<file path="config.mk">
export PLATFORM = sky130hd
export DESIGN_NAME = layer_ctrl_bank
export DESIGN_NICKNAME = d
export VERILOG_FILES = /design/src/rtl/layer_ctrl_pkg.sv /design/src/rtl/layer_ctrl_slice.sv /design/src/rtl/layer_ctrl_bank.sv
export SDC_FILE = /design/constraint.sdc
export NUM_CORES = 1
export LEC_CHECK = 0
export BUFFER_PORTS_ARGS = -buffer_cell sky130_fd_sc_hd__buf_2
export CAP_MARGIN = 20
export CORE_ASPECT_RATIO = 0.8
export CORE_UTILIZATION = 52
export DETAILED_ROUTE_END_ITERATION = 8
export GPL_ROUTABILITY_DRIVEN = 0
export MAX_ROUTING_LAYER = met4
export PLACE_DENSITY = 0.76
export SLEW_MARGIN = 20
export SYNTH_ARGS = -nofsm -noshare
export SYNTH_HDL_FRONTEND = slang
export SYNTH_HIERARCHICAL = 1
export SYNTH_SLANG_ARGS = --single-unit
</file>
<file path="constraint.sdc">
create_clock -name clk -period 2.4 [get_ports clk]
set_clock_uncertainty 0.2 [all_clocks]
set_input_delay 0.36 -clock clk [delete_from_list [all_inputs] [get_ports clk]]
set_output_delay 0.36 -clock clk [all_outputs]
set_load 0.05 [all_outputs]
</file>
<file path="src/rtl/layer_ctrl_pkg.sv">
// Shared definitions for the layer control bank: header field positions,
// register ids and command parser state encoding.
package layer_ctrl_pkg;

  localparam int HDR_LAYER_MSB = 7;
  localparam int HDR_LAYER_LSB = 6;
  localparam int HDR_REG_MSB   = 5;
  localparam int HDR_REG_LSB   = 2;
  localparam int HDR_RSVD_MSB  = 1;
  localparam int HDR_RSVD_LSB  = 0;

  localparam logic [3:0] REG_MODE     = 4'd0;
  localparam logic [3:0] REG_SCALE    = 4'd1;
  localparam logic [3:0] REG_TRANS    = 4'd2;
  localparam logic [3:0] REG_OFFSET_X = 4'd3;
  localparam logic [3:0] REG_OFFSET_Y = 4'd4;
  localparam logic [3:0] REG_CLIP_L   = 4'd5;
  localparam logic [3:0] REG_CLIP_R   = 4'd6;
  localparam logic [3:0] REG_CLIP_T   = 4'd7;
  localparam logic [3:0] REG_CLIP_B   = 4'd8;
  localparam logic [3:0] REG_FREEZE   = 4'd9;
  localparam logic [3:0] REG_COMMIT   = 4'd10;

  typedef enum logic [1:0] {
    ST_IDLE   = 2'd0,
    ST_PAY_HI = 2'd1,
    ST_PAY_LO = 2'd2
  } parse_state_t;

  function automatic logic is_two_byte(input logic [3:0] reg_id);
    return (reg_id >= REG_OFFSET_X) && (reg_id <= REG_CLIP_B);
  endfunction

endpackage

</file>
<file path="src/rtl/layer_ctrl_slice.sv">
// One foreground layer's shadow/active register set: writes land in the
// shadow copy, a commit copies every shadow field to the active outputs.
module layer_ctrl_slice
  import layer_ctrl_pkg::*;
#(
  parameter int PRECISION              = 11,
  parameter int TRANSPARENCY_PRECISION = 3
) (
  input  logic                              clk,
  input  logic                              rst,
  input  logic                              wr_en,
  input  logic [3:0]                        wr_reg,
  input  logic [15:0]                       wr_data,
  input  logic                              commit,
  output logic [1:0]                        mode,
  output logic [1:0]                        scale,
  output logic [PRECISION:0]                offset_x,
  output logic [PRECISION:0]                offset_y,
  output logic [TRANSPARENCY_PRECISION-1:0] transparency,
  output logic [PRECISION-1:0]              clip_left,
  output logic [PRECISION-1:0]              clip_right,
  output logic [PRECISION-1:0]              clip_top,
  output logic [PRECISION-1:0]              clip_bottom
);

  logic [1:0]                        mode_shadow_reg, scale_shadow_reg;
  logic [PRECISION:0]                offset_x_shadow_reg, offset_y_shadow_reg;
  logic [TRANSPARENCY_PRECISION-1:0] trans_shadow_reg;
  logic [PRECISION-1:0]              clip_l_shadow_reg, clip_r_shadow_reg;
  logic [PRECISION-1:0]              clip_t_shadow_reg, clip_b_shadow_reg;

  // Narrow fields keep only the low payload bits; the rest is discarded.
  logic unused_data;
  assign unused_data = ^wr_data;

  // Non-blocking copy means a commit on the same edge as a write sees the old shadow.
  always_ff @(posedge clk) begin
    if (rst) begin
      mode_shadow_reg     <= '0;
      scale_shadow_reg    <= '0;
      offset_x_shadow_reg <= '0;
      offset_y_shadow_reg <= '0;
      trans_shadow_reg    <= '0;
      clip_l_shadow_reg   <= '0;
      clip_r_shadow_reg   <= '0;
      clip_t_shadow_reg   <= '0;
      clip_b_shadow_reg   <= '0;
      mode                <= '0;
      scale               <= '0;
      offset_x            <= '0;
      offset_y            <= '0;
      transparency        <= '0;
      clip_left           <= '0;
      clip_right          <= '0;
      clip_top            <= '0;
      clip_bottom         <= '0;
    end else begin
      if (wr_en) begin
        case (wr_reg)
          REG_MODE:     mode_shadow_reg     <= wr_data[1:0];
          REG_SCALE:    scale_shadow_reg    <= wr_data[1:0];
          REG_TRANS:    trans_shadow_reg    <= wr_data[TRANSPARENCY_PRECISION-1:0];
          REG_OFFSET_X: offset_x_shadow_reg <= wr_data[PRECISION:0];
          REG_OFFSET_Y: offset_y_shadow_reg <= wr_data[PRECISION:0];
          REG_CLIP_L:   clip_l_shadow_reg   <= wr_data[PRECISION-1:0];
          REG_CLIP_R:   clip_r_shadow_reg   <= wr_data[PRECISION-1:0];
          REG_CLIP_T:   clip_t_shadow_reg   <= wr_data[PRECISION-1:0];
          REG_CLIP_B:   clip_b_shadow_reg   <= wr_data[PRECISION-1:0];
          default: ;
        endcase
      end
      if (commit) begin
        mode         <= mode_shadow_reg;
        scale        <= scale_shadow_reg;
        offset_x     <= offset_x_shadow_reg;
        offset_y     <= offset_y_shadow_reg;
        transparency <= trans_shadow_reg;
        clip_left    <= clip_l_shadow_reg;
        clip_right   <= clip_r_shadow_reg;
        clip_top     <= clip_t_shadow_reg;
        clip_bottom  <= clip_b_shadow_reg;
      end
    end
  end

endmodule

</file>
<file path="src/rtl/layer_ctrl_bank.sv">
// Command-stream parser plus per-layer shadow/active register bank.
// Optional error counter output enabled by macro LAYER_CTRL_ERRCNT_EN.
module layer_ctrl_bank
  import layer_ctrl_pkg::*;
#(
  parameter int NUM_LAYERS             = 2,
  parameter int PRECISION              = 11,
  parameter int TRANSPARENCY_PRECISION = 3
) (
  input  logic                                         clk,
  input  logic                                         rst,
  input  logic [7:0]                                   cmd_byte,
  input  logic                                         cmd_valid,
  input  logic                                         cmd_abort,
  input  logic                                         frame_start,
  output logic [2*NUM_LAYERS-1:0]                      ctrl_overlay_mode,
  output logic [2*NUM_LAYERS-1:0]                      ctrl_fg_scale,
  output logic [(PRECISION+1)*NUM_LAYERS-1:0]          ctrl_fg_offset_x,
  output logic [(PRECISION+1)*NUM_LAYERS-1:0]          ctrl_fg_offset_y,
  output logic [TRANSPARENCY_PRECISION*NUM_LAYERS-1:0] ctrl_fg_transparency,
  output logic [PRECISION*NUM_LAYERS-1:0]              ctrl_fg_clip_left,
  output logic [PRECISION*NUM_LAYERS-1:0]              ctrl_fg_clip_right,
  output logic [PRECISION*NUM_LAYERS-1:0]              ctrl_fg_clip_top,
  output logic [PRECISION*NUM_LAYERS-1:0]              ctrl_fg_clip_bottom,
  output logic                                         ctrl_fg_freeze,
  output logic                                         commit_pending,
`ifdef LAYER_CTRL_ERRCNT_EN
  output logic [7:0]                                   err_count,
`endif
  output logic                                         cmd_error
);

  parse_state_t state_reg, state_next;
  logic [1:0]   layer_reg, layer_next;
  logic [3:0]   reg_id_reg, reg_id_next;
  logic [7:0]   hi_reg, hi_next;
  logic         cmd_error_reg, cmd_error_next;
  logic         commit_now_reg, commit_now_next;
  logic         pending_reg, freeze_shadow_reg, freeze_active_reg;
  logic         wr_en, commit;

  logic [1:0] hdr_layer;
  logic [3:0] hdr_reg;
  logic [1:0] hdr_rsvd;
  logic       hdr_global, hdr_bad;

  assign hdr_layer  = cmd_byte[HDR_LAYER_MSB:HDR_LAYER_LSB];
  assign hdr_reg    = cmd_byte[HDR_REG_MSB:HDR_REG_LSB];
  assign hdr_rsvd   = cmd_byte[HDR_RSVD_MSB:HDR_RSVD_LSB];
  // Freeze and commit-now are bank-wide, so their layer field is don't-care.
  assign hdr_global = (hdr_reg == REG_FREEZE) || (hdr_reg == REG_COMMIT);
  assign hdr_bad    = (!hdr_global && (int'(hdr_layer) >= NUM_LAYERS)) ||
                      (hdr_reg > REG_COMMIT) || (hdr_rsvd != 2'b00);

  always_comb begin
    state_next      = state_reg;
    layer_next      = layer_reg;
    reg_id_next     = reg_id_reg;
    hi_next         = hi_reg;
    cmd_error_next  = 1'b0;
    commit_now_next = 1'b0;
    wr_en           = 1'b0;
    if (cmd_abort) begin
      state_next = ST_IDLE;
    end else if (cmd_valid) begin
      case (state_reg)
        ST_IDLE: begin
          if (hdr_bad) begin
            cmd_error_next = 1'b1;
          end else if (hdr_reg == REG_COMMIT) begin
            commit_now_next = 1'b1;
          end else begin
            layer_next  = hdr_layer;
            reg_id_next = hdr_reg;
            hi_next     = 8'h00;
            state_next  = is_two_byte(hdr_reg) ? ST_PAY_HI : ST_PAY_LO;
          end
        end
        ST_PAY_HI: begin
          hi_next    = cmd_byte;
          state_next = ST_PAY_LO;
        end
        ST_PAY_LO: begin
          wr_en      = 1'b1;
          state_next = ST_IDLE;
        end
        default: state_next = ST_IDLE;
      endcase
    end
  end

  assign commit = frame_start || commit_now_reg;

  always_ff @(posedge clk) begin
    if (rst) begin
      state_reg         <= ST_IDLE;
      layer_reg         <= '0;
      reg_id_reg        <= '0;
      hi_reg            <= '0;
      cmd_error_reg     <= 1'b0;
      commit_now_reg    <= 1'b0;
      pending_reg       <= 1'b0;
      freeze_shadow_reg <= 1'b0;
      freeze_active_reg <= 1'b0;
    end else begin
      state_reg      <= state_next;
      layer_reg      <= layer_next;
      reg_id_reg     <= reg_id_next;
      hi_reg         <= hi_next;
      cmd_error_reg  <= cmd_error_next;
      commit_now_reg <= commit_now_next;
      if (wr_en) pending_reg <= 1'b1;
      else if (commit) pending_reg <= 1'b0;
      if (wr_en && (reg_id_reg == REG_FREEZE)) freeze_shadow_reg <= cmd_byte[0];
      if (commit) freeze_active_reg <= freeze_shadow_reg;
    end
  end

  assign cmd_error      = cmd_error_reg;
  assign commit_pending = pending_reg;
  assign ctrl_fg_freeze = freeze_active_reg;

  generate
    for (genvar gi = 0; gi < NUM_LAYERS; gi++) begin : g_layer
      logic slice_wr_en;
      assign slice_wr_en = wr_en && (layer_reg == 2'(gi));
      layer_ctrl_slice #(
        .PRECISION              (PRECISION),
        .TRANSPARENCY_PRECISION (TRANSPARENCY_PRECISION)
      ) u_slice (
        .clk          (clk),
        .rst          (rst),
        .wr_en        (slice_wr_en),
        .wr_reg       (reg_id_reg),
        .wr_data      ({hi_reg, cmd_byte}),
        .commit       (commit),
        .mode         (ctrl_overlay_mode[2*gi +: 2]),
        .scale        (ctrl_fg_scale[2*gi +: 2]),
        .offset_x     (ctrl_fg_offset_x[(PRECISION+1)*gi +: PRECISION+1]),
        .offset_y     (ctrl_fg_offset_y[(PRECISION+1)*gi +: PRECISION+1]),
        .transparency (ctrl_fg_transparency[TRANSPARENCY_PRECISION*gi +: TRANSPARENCY_PRECISION]),
        .clip_left    (ctrl_fg_clip_left[PRECISION*gi +: PRECISION]),
        .clip_right   (ctrl_fg_clip_right[PRECISION*gi +: PRECISION]),
        .clip_top     (ctrl_fg_clip_top[PRECISION*gi +: PRECISION]),
        .clip_bottom  (ctrl_fg_clip_bottom[PRECISION*gi +: PRECISION])
      );
    end
  endgenerate

`ifdef LAYER_CTRL_ERRCNT_EN
  logic [7:0] err_count_reg;
  always_ff @(posedge clk) begin
    if (rst) err_count_reg <= 8'h00;
    else if (cmd_error_reg && (err_count_reg != 8'hFF)) err_count_reg <= err_count_reg + 8'h01;
  end
  assign err_count = err_count_reg;
`endif

endmodule

</file>
==> flow_metrics.tcl, run 1 <==
set metrics [dict create \
    vias 8264 \
    layout_commonest_cell "dfxtp_1" \
    cts_tree "done" \
    power_mw 10.6 \
    pwr-share-clk_pct 46.4 \
    slowest_delay_ns 0.58 \
    path_max_fanout 6 \
    leakage_nw 7.03 \
    wl_per_cell_um 17.0 \
    grt_use_total_pct 23.0 \
    n_antenna_cell 0 \
    num_rows 49 \
    cts_max_level 1 \
    dp_cells 1541 \
    chipHeight_um 139 \
    boundaryPins 166 \
    worstHoldPathType "in -> reg" \
    root_buffer "clkbuf_16" \
    min-delay-start "cmd_valid" \
    syn_area_per_cell_um2 10.9 \
    final-hold-violation-count 0 \
    max_cap_violations 0 \
    crit_start "cmd_abort" \
    p_switching_mw 2.27 \
    syn-instance-count 1115 \
    worstPathCellList "dlygate4sd3_1 -> or4b_4 -> nor3_2 -> buf_4 -> nor3b_4 -> and3_4 -> clkbuf_16 -> mux2i_1" \
    max_slew_margin_pct 55.1 \
    final_util_pct 64.1 \
    antenna_found_initial 0 \
    clockBufferDepth 3 \
    report.final.slew_viol_count 0 \
    dieArea_um2 24000 \
    switching_share_pct 21.5 \
    clk_latency_ns 0.55 \
    hpwl_mm 17.2 \
    cts_buffers 30 \
    reg2reg_from "state_reg[0]$_SDFFE_PP0P_" \
    grt_pass1_vias 7960 \
    grt-ovfl-total 0 \
    arrival_ns 2.66 \
    multi_input_area_um2 5380 \
    fmax_mhz 417 \
    layout_common_cells "317 x dfxtp_1, 306 x mux2i_1, 186 x nand2b_1" \
    p_comb_share_pct 3.8 \
    routed_wl_mm 27.3 \
    setup_violations 0 \
    clk_pin_slew_ns 0.06 \
    min_period_over_period_pct 99.9 \
    critPathSlowestCell "dlygate4sd3_1" \
    fp.dieW_um 173 \
    syn_nets 1128 \
    p_int_mw 8.30 \
    cp.buffers_inverters 3 \
    timing.final.crit_period_ns 2.40 \
    seqCellArea_um2 6350 \
    port_buffers 165 \
    first_pass_iters 5 \
    required_ns 2.66 \
    netlist_area_um2 12100 \
    worst_pin_slew_ns 0.674 \
    area_growth_syn_to_layout_pct 19.8 \
    grt_start_max_net_pins 106 \
    nNetsFinal 1291 \
    vias_per_cell 5.14 \
    vdd_drop_max_v 0.000607 \
    core_um2 22700 \
    drt_iter0_drc 481 \
    layout.cells.non_filler 1607 \
    detail-route-antenna-nets 0 \
    power_density_nw_per_um2 726 \
    place_ws_ns -0.261 \
    crit_type "in -> reg" \
    initial_core_util_pct 53.5 \
    power_frac_seq_pct 49.8 \
    fin_ws_ns 0.00190 \
    numClockSinks 317 \
    drcViolationCount 0 \
    startpoint_type "input pin" \
    grt_pass1_wl_mm 43.2 \
    status "completed" \
    yosysWarnings 6 \
    drive_gt1_share_pct 20.9 \
    crit_family "simple AND/OR/NAND/NOR gates" \
    fillers 1848 \
    endpoint_kind "register" \
]
-- per-stage QoR --
step           setup TNS, ns  hold slack [ns]  cell area [µm²]
3_5_place_dp          -15.85            0.245            13300
5_1_grt              -0.0442            0.140            14500
6_report                   0            0.148            14500
4_1_cts                    0            0.153            14500
2_1_floorplan              0            0.243            12100
3_3_place_gp           -7.66            0.241            13300
-- final cells by class --
| class | count | share of cell area, % |
|---|---|---|
| clock inverter | 16 | 1.26 |
| clock buffer | 39 | 5.95 |
| timing repair buffer | 207 | 9.47 |
| inverter | 2 | 0.103 |
| multi-input combinational | 720 | 37.0 |
| sequential | 317 | 43.6 |
| tap | 306 | 2.63 |
-- repair_timing --
item | in CTS | in global routing
resized for setup | 2 | 6
endpoints found under the setup margin | 47 | 27
pin swaps | 0 | 2
hold buffers | 11 | 0
endpoints found under the hold margin | 16 | 0
gates cloned | 0 | 1
buffers inserted | 0 | 1
-- power by group through the flow --
stage | clock network, mW | registers [mW] | logic [mW]
4_1_cts | 4.99 | 5.26 | 0.399
3_5_place_dp | 0 | 5.38 | 0.384
6_report | 4.90 | 5.26 | 0.398
2_1_floorplan | 0 | 5.39 | 0.282
5_1_grt | 5.22 | 5.26 | 0.421
3_3_place_gp | 0 | 5.38 | 0.383
-- worst paths after layout --
check        slack [ns]                                                     end  depth (start not counted)
max reg2reg        0.04  g_layer[0].u_slice/offset_x_shadow_reg[9]$_SDFFE_PP0P_                          7
min                0.15                               state_reg[0]$_SDFFE_PP0P_                          3
min reg2reg        0.25                             ctrl_fg_freeze$_SDFFE_PP0P_                          2
max               0.002  g_layer[0].u_slice/offset_x_shadow_reg[9]$_SDFFE_PP0P_                          8
-- routing by layer --
metal / GRT usage (%) / wire, µm / vias to the layer above
li1: - / - / 4059
met1: 31.8 / 13300 / 3962
met2: 36.1 / 12500 / 199
met3: 2.85 / 1120 / 44
met4: 5.08 / 446 / 0
met5: - / 0 / -
-- worst min-delay path: cells and delay by family --
family | cells | cell delay [ns]
buf+inv | 2 | 0.32
compound gates | 1 | 0.17
Power figures use the tool's default switching activity.
==> inputs of run 2 (changes only) <==
- PLACE_DENSITY: 0.76 -> 0.77
==> flow_metrics.tcl, run 2 (same netlist as run 1, synthesis figures left out) <==
set metrics [dict create \
    dieArea_um2 24000 \
    drive_gt1_share_pct 20.2 \
    rsz0062_at_grt "no" \
    power_density_nw_per_um2 710 \
    clk_latency_ns 0.54 \
    final-hold-violation-count 0 \
    first_pass_iters 4 \
    layout.cells.non_filler 1604 \
    startpoint_type "input pin" \
    vias_per_cell 5.13 \
    fp.dieW_um 173 \
    cts_buffers 30 \
    required_ns 2.67 \
    numClockSinks 317 \
    status "completed" \
    cts_setup_buffers 0 \
    timing.final.crit_period_ns 2.31 \
    grt-ovfl-total 0 \
    grt_pass1_vias 7773 \
    routed_wl_mm 27.2 \
    grt_start_max_net_pins 104 \
    n_antenna_cell 0 \
    vdd_drop_max_v 0.000491 \
    reg2regPathDepth 7 \
    chipHeight_um 139 \
    max_slew_margin_pct 62.7 \
    drcViolationCount 0 \
    nNetsFinal 1290 \
    drt_iter0_drc 469 \
    wl_per_cell_um 17.0 \
    report.final.slew_viol_count 0 \
    grt_use_total_pct 22.9 \
    layout_commonest_cell "dfxtp_1" \
    endpoint_kind "register" \
    cts_tree "done" \
    boundaryPins 166 \
    worst_pin_slew_ns 0.559 \
    layout_common_cells "317 x dfxtp_1, 306 x mux2i_1, 186 x nand2b_1" \
    vias 8228 \
    root_buffer "clkbuf_16" \
    worstHoldPathType "in -> reg" \
    port_buffers 165 \
    grt_pass1_wl_mm 42.7 \
    cts_max_level 1 \
    setup-tns-final_ns 0 \
    antenna_found_initial 0 \
    initial_core_util_pct 53.5 \
    hpwl_mm 17.4 \
    hold_depth 2 \
    core_um2 22700 \
    num_rows 49 \
    area_growth_syn_to_layout_pct 19.1 \
    fmax_mhz 432 \
    dp_cells 1541 \
    crit_type "in -> reg" \
    clockBufferDepth 3 \
    arrival_ns 2.58 \
    path_max_fanout 6 \
    min_period_over_period_pct 96.3 \
    max_cap_violations 0 \
    fillers 1832 \
    leakage_nw 7.00 \
    clk_pin_slew_ns 0.06 \
    setup_violations 0 \
    detail-route-antenna-nets 0 \
]
-- run 2: cell types whose count changed in the layout (fill, tap and decap cells not counted), sizes merged --
cell      change
buf           -1
bufinv        -1
clkbuf        +6
clkinv        -1
clkinvlp      -5
inv           -1
-- run 2: critical path: stages --
cell and delay (ns):
dlygate4sd3_1 0.56, or4b_4 0.54, nor3_2 0.20, buf_4 0.14, nor3b_4 0.18, and3_4 0.25
clkbuf_16 0.16, mux2i_1 0.17
-- run 2: area by class of cell --
type / count / area (µm²) / area share, %
sequential: 317 / 6350 / 43.9
multi-input combinational: 720 / 5380 / 37.2
timing repair buffer: 206 / 1380 / 9.56
clock buffer: 45 / 868 / 6.00
tap: 306 / 383 / 2.65
clock inverter: 8 / 93.8 / 0.649
inverter: 2 / 15.0 / 0.104
-- run 2: per-layer routing --
layer / routed length [µm] / vias up / GRT usage [%] / part of all wire, %
li1: - / 4057 / - / -
met1: 13300 / 3942 / 31.5 / 49
met2: 12300 / 194 / 35.3 / 45
met3: 1160 / 35 / 3.26 / 4.3
met4: 459 / 0 / 5.64 / 1.7
met5: 0 / - / - / 0
-- run 2: per-stage QoR --
step / util (%) / power [mW] / setup WS (ns) / hold WS (ns) / cell area [µm²]
2_1_floorplan: - / 5.67 / 0.00688 / 0.243 / 12100
3_3_place_gp: 58.8 / 5.77 / -0.130 / 0.241 / 13300
3_5_place_dp: 58.8 / 5.76 / -0.183 / 0.260 / 13300
4_1_cts: 63.6 / 10.3 / 0.0355 / 0.0840 / 14400
5_1_grt: 63.8 / 10.6 / 0.0216 / 0.105 / 14500
6_report: 63.8 / 10.3 / 0.0876 / 0.0958 / 14500
-- run 2: what timing repair did --
| action | CTS | global route |
|---|---|---|
| resized for setup | 2 | 7 |
| gates cloned | 0 | 1 |
| hold buffers | 11 | 0 |
| endpoints found under the setup margin | 18 | 66 |
| pin swaps | 0 | 2 |
| endpoints found under the hold margin | 15 | 0 |
-- run 2: power breakdown --
part	leakage [nW]	internal, mW	total [mW]	switching (mW)
Combinational	3.98	0.157	0.395	0.238
Clock	0.475	2.70	4.61	1.91
Sequential	2.55	5.26	5.27	0.00321
-- run 2: path summary, 6_finish.rpt --
check	slack, ns	from	to
min reg2reg	0.27	ctrl_fg_freeze$_SDFFE_PP0P_	ctrl_fg_freeze$_SDFFE_PP0P_
min	0.1	rst	g_layer[1].u_slice/clip_top[10]$_SDFFE_PP0P_
max	0.09	cmd_abort	g_layer[0].u_slice/offset_x_shadow_reg[11]$_SDFFE_PP0P_
max reg2reg	0.12	state_reg[0]$_SDFFE_PP0P_	g_layer[0].u_slice/offset_x_shadow_reg[11]$_SDFFE_PP0P_
==> inputs of run 3 (changes only) <==
- CORE_UTILIZATION: 52 -> 51
- PLACE_DENSITY: 0.77 -> 0.76
- SYNTH_HIERARCHICAL: 1 -> unset
==> flow_metrics.tcl, run 3 <==
set metrics [dict create \
    arrival_ns 2.31 \
    chipHeight_um 138 \
    grt_start_max_net_pins 93 \
    drcViolationCount 0 \
    cts_max_level 1 \
    yosysUniqueCellTypes 39 \
    n_antenna_cell 0 \
    synthTopCellsByArea "dfxtp_1 54%, mux2i_1 13%, nand2_1 9.7%, nand2b_1 8.9%, a21oi_1 6.6%" \
    grt_pass1_wl_mm 44.9 \
    setup_violations 0 \
    grt_use_total_pct 24.4 \
    vdd_drop_max_v 0.000534 \
    vias 9064 \
    grt_pass1_vias 8421 \
    clk_latency_ns 0.54 \
    fmax_mhz 475 \
    timing.final.crit_period_ns 2.10 \
    fillers 1921 \
    area_growth_syn_to_layout_pct 19.6 \
    crit_type "in -> reg" \
    rsz0062_at_grt "no" \
    endpoint_kind "register" \
    cp.buffers_inverters 4 \
    worstHoldPathType "in -> reg" \
    hold_depth 3 \
    yosys_register_bits 317 \
    max_cap_violations 0 \
    hpwl_mm 17.7 \
    fp.dieW_um 172 \
    antenna_found_initial 0 \
    syn_nets 1285 \
    clk_pin_slew_ns 0.06 \
    synth_ff_type "dfxtp_1" \
    yosysTopAreaCell "dfxtp_1" \
    slowest_delay_ns 0.55 \
    nNetsFinal 1433 \
    syn_area_per_cell_um2 9.29 \
    boundaryPins 166 \
    path_max_fanout 18 \
    place_ws_ns 0.360 \
    yosysWarnings 0 \
    fin_ws_ns 0.295 \
    status "completed" \
    clockBufferDepth 3 \
    synth_edf_count 0 \
    yosysMostFrequentCell "dfxtp_1" \
    power_density_nw_per_um2 742 \
    dieArea_um2 23800 \
    synth_top_area_share_pct 53.7 \
    port_buffers 165 \
    leakage_nw 6.35 \
    ys_seq_area_share_pct 53.7 \
    vias_per_cell 5.19 \
    core_um2 22600 \
    layout_common_cells "317 x dfxtp_1, 306 x nand2_1, 169 x nand2b_1" \
    max_slew_margin_pct 65.7 \
    required_ns 2.60 \
    setup-tns-final_ns 0 \
    min_period_over_period_pct 87.7 \
    syn-instance-count 1272 \
    crit_path_frequent_cell "buf_4" \
    numClockSinks 317 \
    root_buffer "clkbuf_16" \
    report.final.slew_viol_count 0 \
    worstPathCellList "dlygate4sd3_1 -> buf_2 -> and4bb_2 -> buf_4 -> nand3_1 -> buf_4 -> mux2i_1" \
    cts_tree "done" \
    final-hold-violation-count 0 \
    worstSetupPathDepth 7 \
    startpoint_type "input pin" \
    worst_pin_slew_ns 0.510 \
    async_reset_ff_share_pct 0 \
    cts_buffers 30 \
    grt-ovfl-total 0 \
    crit_family "buffers and inverters" \
    detail-route-antenna-nets 0 \
    first_pass_iters 5 \
    routed_wl_mm 28.2 \
    layout_commonest_cell "dfxtp_1" \
    wl_per_cell_um 16.2 \
    reg2regPathDepth 5 \
    initial_core_util_pct 52.3 \
    netlist_area_um2 11800 \
    critPathSlowestCell "dlygate4sd3_1" \
    synthTopCellsByCount "317 x dfxtp_1, 306 x nand2_1, 169 x nand2b_1" \
    num_rows 49 \
    drt_iter0_drc 557 \
    drive_gt1_share_pct 18.5 \
]
run 3: cell count changes in the layout (fill, tap and decap cells not counted), sizes merged, moves of 5 or more:
cell / before / now
a21oi: 4 / 157
a32o: 5 / 0
buf: 193 / 207
mux2i: 306 / 156
nand2: 12 / 306
nand2b: 186 / 169
nand3: 4 / 16
nor2: 156 / 7
run 3: final timing paths:
path | from | slack (ns) | to
setup / recovery | cmd_abort | 0.30 | g_layer[0].u_slice.offset_x_shadow_reg[10]$_SDFFE_PP0P_
hold / removal | cmd_byte[5] | 0.13 | g_layer[1].u_slice.offset_x_shadow_reg[5]$_SDFFE_PP0P_
setup reg to reg | state_reg[1]$_SDFFE_PP0P_ | 0.39 | g_layer[0].u_slice.offset_x_shadow_reg[10]$_SDFFE_PP0P_
hold reg to reg | g_layer[0].u_slice.clip_left[7]$_SDFFE_PP0P_ | 0.25 | g_layer[0].u_slice.clip_left[7]$_SDFFE_PP0P_
run 3: layout make-up:
type	instances	area, µm²	share of cell area [%]
multi-input combinational	853	5040	35.7
clock buffer	49	953	6.74
timing repair buffer	216	1330	9.37
clock inverter	5	77.6	0.549
tap	306	383	2.71
inverter	2	7.51	0.0531
sequential	317	6350	44.9
run 3: metrics by stage:
step	hold slack (ns)	power (mW)	utilization (%)	instances	cell area (µm²)
after floorplan	0.236	5.61	-	1272	11800
after global placement	0.235	5.75	57.6	1686	13000
after detailed placement	0.240	5.75	57.6	1686	13000
after CTS	0.109	10.6	62.5	1748	14100
after global routing	0.133	10.8	62.5	1748	14100
final	0.133	10.5	62.5	1748	14100
run 3: repair_timing:
action	in CTS	in global routing
gates resized for setup	0	0
endpoints found under the setup margin	0	0
hold endpoints to repair	9	0
setup buffers	0	0
hold buffers	8	0
run 3: logic make-up after synthesis:
kind of cell              synth area share [%]
and+or+nand+nor                           21.6
DFF                                       53.7
AOI/OAI and AO/OA                         7.66
muxes                                     13.2
buffers and inverters                     3.73
xor gates and xnor gates                0.0741
run 3: power by group:
part	switching, mW	total [mW]	internal, mW
Clock	1.93	4.84	2.91
Combinational	0.251	0.375	0.124
Sequential	0.00384	5.27	5.26
Total	2.19	10.5	8.29
run 3: worst reg2reg max path, stage by stage (launching register included):
cell      delay [ns]
dfxtp_1         0.46
and4bb_2        0.53
buf_4           0.21
nand3_1         0.10
buf_4           0.24
mux2i_1         0.14
run 3: layer usage:
metal	vias to the layer above	wire, µm	track usage [%]
met2	248	12900	38.2
met3	39	1690	3.41
li1	4480	-	-
met5	-	0	-
met1	4297	13200	33.5
met4	0	434	5.03
